File: src/rtl/line_codec_pkg.sv
// Shared definitions for the line encoder: default geometry, output state
// encoding and the line-index to code mapping used by the 3-to-8 decoder.
package line_codec_pkg;

    localparam int LINES  = 8;
    localparam int CODE_W = 3;

    // The output state is exactly the Valid register: EMPTY=0, HOLD=1.
    typedef enum logic {
        ST_EMPTY = 1'b0,
        ST_HOLD  = 1'b1
    } state_t;

    // Decoder-compatible code: the highest line maps to code 0, line 0 to the
    // largest code. Callers truncate the result to their code width.
    function automatic int unsigned line_to_code(input int unsigned i,
                                                 input int unsigned lines = LINES);
        return lines - 1 - i;
    endfunction

endpackage

File: src/rtl/line_priority_pick.sv
// Combinational priority selector: finds the highest set bit of a bitmap
// and reports its decoder-compatible code and one-hot mask.
module line_priority_pick
    import line_codec_pkg::*;
#(
    parameter int LINES  = line_codec_pkg::LINES,
    parameter int CODE_W = line_codec_pkg::CODE_W
) (
    input  logic [LINES-1:0]  bitmap,
    output logic              any,
    output logic [CODE_W-1:0] code,
    output logic [LINES-1:0]  mask
);

    // Scan upward so the last (highest) set bit overrides lower ones.
    always_comb begin
        any  = |bitmap;
        code = '0;
        mask = '0;
        for (int i = 0; i < LINES; i++) begin
            if (bitmap[i]) begin
                code    = CODE_W'(line_to_code(i, LINES));
                mask    = '0;
                mask[i] = 1'b1;
            end
        end
    end

endmodule

File: src/rtl/line_encoder_sequencer.sv
// Registered priority encoder: captures request pulses into a pending
// bitmap and issues one code per pending line over a Valid/Ready handshake,
// highest line first, back-to-back when the consumer keeps Ready high.
module line_encoder_sequencer
    import line_codec_pkg::*;
#(
    parameter int LINES  = line_codec_pkg::LINES,
    parameter int CODE_W = line_codec_pkg::CODE_W
) (
    input  logic              clock,
    input  logic              reset,
    input  logic              enable,
    input  logic [LINES-1:0]  d,
    input  logic              ready,
    output logic              valid,
    output logic [CODE_W-1:0] code,
    output logic [LINES-1:0]  pending,
    output logic              merge
);

    state_t             state_reg, state_next;
    logic [CODE_W-1:0]  code_reg, code_next;
    logic [LINES-1:0]   pending_reg, pending_next;
    logic               merge_reg, merge_next;

    logic               pick_any;
    logic [CODE_W-1:0]  pick_code;
    logic [LINES-1:0]   pick_mask;

    logic               load;
    logic [LINES-1:0]   load_mask;
    logic [LINES-1:0]   held_mask;
    logic [LINES-1:0]   capture;
    logic [LINES-1:0]   remain;

    line_priority_pick #(
        .LINES  (LINES),
        .CODE_W (CODE_W)
    ) u_pick (
        .bitmap (pending_reg),
        .any    (pick_any),
        .code   (pick_code),
        .mask   (pick_mask)
    );

    // One-hot of the line currently held in Code that is not being accepted;
    // a new request for it is a duplicate rather than a fresh episode.
    generate
        for (genvar gi = 0; gi < LINES; gi++) begin : g_held
            assign held_mask[gi] = (state_reg == ST_HOLD) && !ready &&
                                   (code_reg == CODE_W'(line_to_code(gi, LINES)));
        end
    endgenerate

    // Next-state logic: decide whether a new code is loaded this cycle.
    always_comb begin
        state_next = state_reg;
        load       = 1'b0;
        case (state_reg)
            ST_EMPTY: begin
                if (pick_any) begin
                    state_next = ST_HOLD;
                    load       = 1'b1;
                end
            end
            ST_HOLD: begin
                if (ready) begin
                    if (pick_any) begin
                        load = 1'b1;
                    end else begin
                        state_next = ST_EMPTY;
                    end
                end
            end
            default: state_next = ST_EMPTY;
        endcase
    end

    // Datapath: clear the loaded line, then OR in captures (set wins).
    always_comb begin
        load_mask    = load ? pick_mask : '0;
        capture      = enable ? d : '0;
        remain       = pending_reg & ~load_mask;
        pending_next = remain | (capture & ~held_mask);
        code_next    = load ? pick_code : code_reg;
        merge_next   = |(capture & (remain | held_mask));
    end

    // State register; reset discards held and pending requests.
    always_ff @(posedge clock) begin
        if (reset) begin
            state_reg   <= ST_EMPTY;
            code_reg    <= '0;
            pending_reg <= '0;
            merge_reg   <= 1'b0;
        end else begin
            state_reg   <= state_next;
            code_reg    <= code_next;
            pending_reg <= pending_next;
            merge_reg   <= merge_next;
        end
    end

    assign valid   = (state_reg == ST_HOLD);
    assign code    = code_reg;
    assign pending = pending_reg;
    assign merge   = merge_reg;

endmodule

File: config.mk
export PLATFORM = sky130hd
export DESIGN_NAME = line_encoder_sequencer
export DESIGN_NICKNAME = d
export VERILOG_FILES = /design/src/rtl/line_codec_pkg.sv /design/src/rtl/line_priority_pick.sv /design/src/rtl/line_encoder_sequencer.sv
export SDC_FILE = /design/constraint.sdc
export NUM_CORES = 1
export LEC_CHECK = 0
export CAP_MARGIN = 20
export CELL_PAD_IN_SITES_DETAIL_PLACEMENT = 0
export CELL_PAD_IN_SITES_GLOBAL_PLACEMENT = 1
export CORE_MARGIN = 2
export CORE_UTILIZATION = 38
export DETAILED_ROUTE_END_ITERATION = 10
export DONT_BUFFER_PORTS = 1
export PLACE_DENSITY = 0.76
export SLEW_MARGIN = 5
export SYNTH_ARGS = -nofsm -noshare
export SYNTH_HDL_FRONTEND = slang
export SYNTH_HIERARCHICAL = 1
export SYNTH_SLANG_ARGS = --single-unit
File: constraint.sdc
create_clock -name clock -period 2.3 [get_ports clock]
set_clock_uncertainty 0.2 [all_clocks]
set_input_delay 0.46 -clock clock [delete_from_list [all_inputs] [get_ports clock]]
set_output_delay 0.46 -clock clock [all_outputs]
set_load 0.05 [all_outputs]
==> results of run 1 <==
timing repair:
action                                 CTS  global route
endpoints found under the hold margin    0             0
setup endpoints to repair                0             5
resized for setup                        0             3
layout make-up:
| cell class | instances | area [µm²] | share of cell area |
|---|---|---|---|
| clock buffer | 4 | 26.3 | 0.0254 |
| tap | 28 | 35.0 | 0.0339 |
| multi-input combinational | 101 | 591 | 0.571 |
| sequential | 13 | 265 | 0.257 |
| timing repair buffer | 15 | 113 | 0.109 |
| inverter | 1 | 3.75 | 0.00363 |
through the flow:
| step | TNS [ns] | power [µW] | cell area (µm²) |
|---|---|---|---|
| global placement | 0 | 532 | 997 |
| floorplan | 0 | 484 | 907 |
| CTS | 0 | 679 | 1020 |
| detailed placement | 0 | 533 | 997 |
| finish | 0 | 680 | 1030 |
| global route | -0.0288 | 725 | 1030 |
critical path, stage by stage, from the launching register on:
cell     delay (ns)
dfxtp_2        0.33
or4_4          0.57
nor3_4         0.17
and2_4         0.17
a31oi_1        0.06
or3_1          0.33
o41ai_2        0.20
a31oi_1        0.10
routing by layer:
layer  routed length, µm  vias to the layer above  share of wire
met5                   0                        -              0
met4                  29                        0          0.011
met3                 200                        4          0.078
met2                1240                       44           0.48
met1                1090                      453           0.43
li1                    -                      467              -
power breakdown:
group          switching, µW  leakage (µW)  total [µW]  internal [µW]
registers               29.6      0.000109         277            247
logic                    168      0.000268         258           90.6
clock network           78.1     0.0000150         145           67.3
cells in the final DEF, fill, tap and decap left out, types with 2 or more instances in the layout:
cell       n
nand2_1   25
nor3_1     3
a21oi_1   12
buf_4     15
nor2b_1    2
a31oi_1    4
o311ai_0   4
nand2b_1   3
dfxtp_1    9
o211ai_1   3
dfxtp_2    4
nand3_1    5
clkbuf_4   3
nor3b_1    3
o21ai_0    3
nor2_1    13
mux2i_1    4
kinds of logic (layout without fill, tap and decap cells):
kind of cell	after synthesis	count (layout)	share of synthesized area
compound gates	33	33	0.248
buf+inv	10	20	0.0680
flops	13	13	0.288
mux	5	5	0.0569
simple gates	63	63	0.338
final timing paths:
check / from / endpoint / slack [ns] / cells past startpoint
setup / recovery: pending[4]$_SDFF_PP0_ / merge$_SDFF_PP0_ / 0.05 / 7
hold / removal: reset / pending[5]$_SDFF_PP0_ / 0.03 / 1
setup reg to reg: pending[4]$_SDFF_PP0_ / merge$_SDFF_PP0_ / 0.05 / 7
hold reg to reg: pending[0]$_SDFF_PP0_ / pending[0]$_SDFF_PP0_ / 0.33 / 2
==> qor.txt, run 1 <==
status: completed
first-pass GRT wire length: 4290 µm
TritonCTS Buffers: 3
crit end category: flip-flop
Critical Path RT: 2.26 ns
RSZ-0062 raised after global routing: yes
total wire length: 2560 µm
Syn Area/Cell: 7.28 µm²
Slew @ Worst Pin: 0.481 ns
input/output buffers: 0
proportion of netlist area held by the largest area contributor: 0.288
Hold WS: 0.0287 ns
initial antenna violation count: 0
crit path max fanout: 4
gr busiest metal: met2
worst vdd ir: 0.000308 V
Top FF cell, synth: dfxtp_1
WL per Instance: 15.8 µm
grt total ovfl: 0
Die Wd: 52.7 µm
Reg clk slew, reported paths: 0.08 ns
min cycle time layout: 2.25 ns
total core area: 2230 µm²
Hold Path Class: input pin to flip-flop
Final ANT Viol Nets: 0
Setup-failing EPs final: 0
CP Launch Type: flip-flop
Max clock buf depth: 2
Yosys cell types: 34
Largest register FFs: 8
top cells by area, synth: dfxtp_1 (29%), nand2_1 (10%), a21oi_1 (6.7%), nor2_1 (5.4%), mux2i_1 (4.4%)
Clock Tree Root: clkbuf_4
Synth area leader: dfxtp_1
P_leak: 0.000392 µW
Worst EP arrival: 2.21 ns
Synth Register Bits: 13
Worst Setup Slack, final: 0.0516 ns
via/cell ratio: 5.98
max-cap violations: 0
Detail Placement HPWL: 1970 µm
initial drt markers: 43
final core occ: 0.463
Area growth syn-to-layout: 14.6%
grt met3 use: 0.0743
Sink Count: 13
synth warn: 6
sequential area share after synthesis: 0.288
# IOs: 25
largest net degree at the start of global routing: 14
layout cells sized above 1: 0.224
EDFF count, synth: 0
fin. max-slew vios: 0
gr usage total: 0.212
type of the worst setup path: flip-flop to flip-flop
Starting Density: 0.404
Post-synth ARST share: 0
H-tree depth: 1
drt pass-1 iters: 6
vias in the first global route: 892
via count: 968
GP Congestion: 0.815
# Post-CTS Setup Buffers: 0
most frequent cells after synthesis: nand2_1 (25), dfxtp_1 (13), nor2_1 (13)
Cell Rows: 17
Gate Count Post-Synth: 124
later-pin clock latency in the skew report: 0.28 ns
post-synthesis cell area: 902 µm²
fillers: 247
die height: 52.7 µm
# DRC: 0
hold buffers post-CTS: 0
PwrDens: 658 nW/µm²
Tcrit/Tclk final: 0.978
final hold vios: 0
syn_nets: 136
GR Layer Usage met1: 0.269
final-stage net count: 147
dpl cells: 158
FMAX: 445 MHz
CTS tree: yes
Slew headroom: 0.679
met2 Track Usage GR: 0.333
n_diodes: 0
Setup WS pre-CTS: 0.0464 ns
fin cells: 162
Die Area: 2780 µm²
count leader, synth: nand2_1
No activity file was read; power rests on OpenSTA's default activity.
==> run 2: changes to the inputs <==
--- a/config.mk
+++ b/config.mk
@@ -13,6 +13,7 @@
 export DETAILED_ROUTE_END_ITERATION = 10
 export DONT_BUFFER_PORTS = 1
 export PLACE_DENSITY = 0.76
+export REMOVE_ABC_BUFFERS = 1
 export SLEW_MARGIN = 5
 export SYNTH_ARGS = -nofsm -noshare
 export SYNTH_HDL_FRONTEND = slang
==> constraint.sdc (replaced) <==
create_clock -name clock -period 2.3 [get_ports clock]
set_clock_uncertainty 0.2 [all_clocks]
set_input_delay 0.69 -clock clock [delete_from_list [all_inputs] [get_ports clock]]
set_output_delay 0.69 -clock clock [all_outputs]
set_load 0.05 [all_outputs]
==> qor.txt, run 2 (same netlist as run 1, synthesis figures left out) <==
status: completed
# IOs: 25
Detail Placement HPWL: 2030 µm
Internal Pwr Total: 407 µW
largest net degree at the start of global routing: 14
Worst Setup Slack, final: 0.0561 ns
RR Startpoint: pending[4]$_SDFF_PP0_
Worst path depth: 7
Max clock buf depth: 2
sw frac: 0.409
worst vdd ir: 0.000355 V
most used cell, CP: a31oi_1
Starting Density: 0.404
TritonCTS Buffers: 3
GP Congestion: 0.849
Sink Count: 13
Die Area: 2780 µm²
layout cells sized above 1: 0.213
# DRC: 0
PwrDens: 660 nW/µm²
GR Layer Usage met1: 0.272
critical path startpoint: pending[4]$_SDFF_PP0_
buffers plus inverters on the worst setup path: 0
total core area: 2230 µm²
grt met3 use: 0.0714
final hold vios: 0
Worst Setup EP: merge$_SDFF_PP0_
initial drt markers: 21
gr busiest metal: met2
Tcrit/Tclk final: 0.976
max-cap violations: 0
via count: 945
gr usage total: 0.216
Slew headroom: 0.673
Reg clk slew, reported paths: 0.09 ns
NetSw: 282 µW
total wire length: 2620 µm
R2R cell count: 7
crit end category: flip-flop
Setup WS pre-CTS: 0.0600 ns
WL per Instance: 16.0 µm
Worst EP arrival: 2.21 ns
fillers: 251
TNS Setup: 0 ns
fin. max-slew vios: 0
Area growth syn-to-layout: 15.8%
most frequent cells in the layout: nand2_1 (25), buf_4 (17), nor2_1 (13), dfxtp_1 (13), a21oi_1 (12)
Die Wd: 52.7 µm
H-tree depth: 1
Comb power frac: 0.388
Worst R2R End: merge$_SDFF_PP0_
largest delay contributor family on the critical path: simple AND/OR/NAND/NOR gates
Finished Cell Area: 1040 µm²
Critical Path RT: 2.27 ns
cell-by-cell trace of the critical path: or4_4, nor3_4, and2_4, a31oi_1, or3_1, o41ai_2, a31oi_1
via/cell ratio: 5.76
Largest register FFs: 8
Cell Rows: 17
grt total ovfl: 0
Hold Path Class: input pin to flip-flop
Final ANT Viol Nets: 0
vias in the first global route: 907
initial antenna violation count: 0
input/output buffers: 0
min cycle time layout: 2.24 ns
n_diodes: 0
clock power share: 0.211
type of the worst setup path: flip-flop to flip-flop
Seq pwr share: 0.401
Setup-failing EPs final: 0
Hold WS: 0.260 ns
FMAX: 446 MHz
Placed Area: 1010 µm²
hold path depth: 1
first-pass GRT wire length: 4310 µm
Slew @ Worst Pin: 0.489 ns
CTS tree: yes
later-pin clock latency in the skew report: 0.28 ns
CP peak stage delay: 0.58 ns
Clock Tree Root: clkbuf_4
crit path max fanout: 4
drt pass-1 iters: 4
flop2flop setup slack: 0.06 ns
CP Launch Type: flip-flop
P_leak: 0.000402 µW
RSZ-0062 raised after global routing: yes
most common cell after layout, fill and taps aside: nand2_1
critical path's slowest cell: or4_4
met2 Track Usage GR: 0.352
final-stage net count: 149
die height: 52.7 µm
==> run 2: cell count changes in the layout (fill, tap and decap cells not counted), sizes merged <==
cell    previous run  this run
clkinv             0         1
buf               15        17
clkbuf             4         3
==> run 2: what timing repair did <==
action                                  in CTS  in global routing
gates resized for setup                      0                  3
hold buffers                                 0                  0
endpoints found under the setup margin       0                  7
buffers inserted                             0                  0
hold endpoints to repair                     0                  0
==> run 2: through the flow <==
stage,utilization,instances,total power [µW]
after floorplan,-,115,461
after global placement,0.451,160,539
after detailed placement,0.451,160,544
after CTS,0.463,164,690
after global routing,0.468,164,733
final,0.468,164,690
==> run 2: worst min-delay path by stage <==
| stage | slack, ns | from | end |
|---|---|---|---|
| after floorplan | 0.49 | pending[0]$_SDFF_PP0_ | pending[0]$_SDFF_PP0_ |
| after global placement | 0.29 | pending[3]$_SDFF_PP0_ | pending[3]$_SDFF_PP0_ |
| after detailed placement | 0.30 | pending[0]$_SDFF_PP0_ | pending[0]$_SDFF_PP0_ |
| after CTS | 0.25 | reset | pending[1]$_SDFF_PP0_ |
| after global routing | 0.24 | reset | code[2]$_SDFFE_PP0N_ |
| final | 0.26 | reset | pending[1]$_SDFF_PP0_ |
==> run 2: worst register-to-register path, cell delays in order (launching register included) <==
cell and delay [ns]:
dfxtp_1 0.32, or4_4 0.58, nor3_4 0.16, and2_4 0.17, a31oi_1 0.07, or3_1 0.32
o41ai_2 0.20, a31oi_1 0.12
==> run 2: layout make-up <==
| type | instances | area, µm² | area share |
|---|---|---|---|
| Tap cell | 28 | 35.0 | 0.0335 |
| Clock inverter | 1 | 5.00 | 0.00479 |
| Clock buffer | 3 | 22.5 | 0.0216 |
| Timing Repair Buffer | 17 | 128 | 0.122 |
| Inverter | 1 | 3.75 | 0.00359 |
| Sequential cell | 13 | 260 | 0.249 |
| Multi-Input combinational cell | 101 | 591 | 0.565 |
==> run 2: power groups by stage <==
stage	Combinational [µW]	Sequential [µW]	Clock, µW
after floorplan	108	353	0
after global routing	291	280	162
after detailed placement	263	280	0
after global placement	259	280	0
after CTS	264	275	150
final	268	277	145
==> run 2: metal layers <==
metal,vias up,share of wire
met4,0,0.011
met5,-,0
met1,437,0.42
met3,4,0.078
met2,35,0.49
li1,469,-
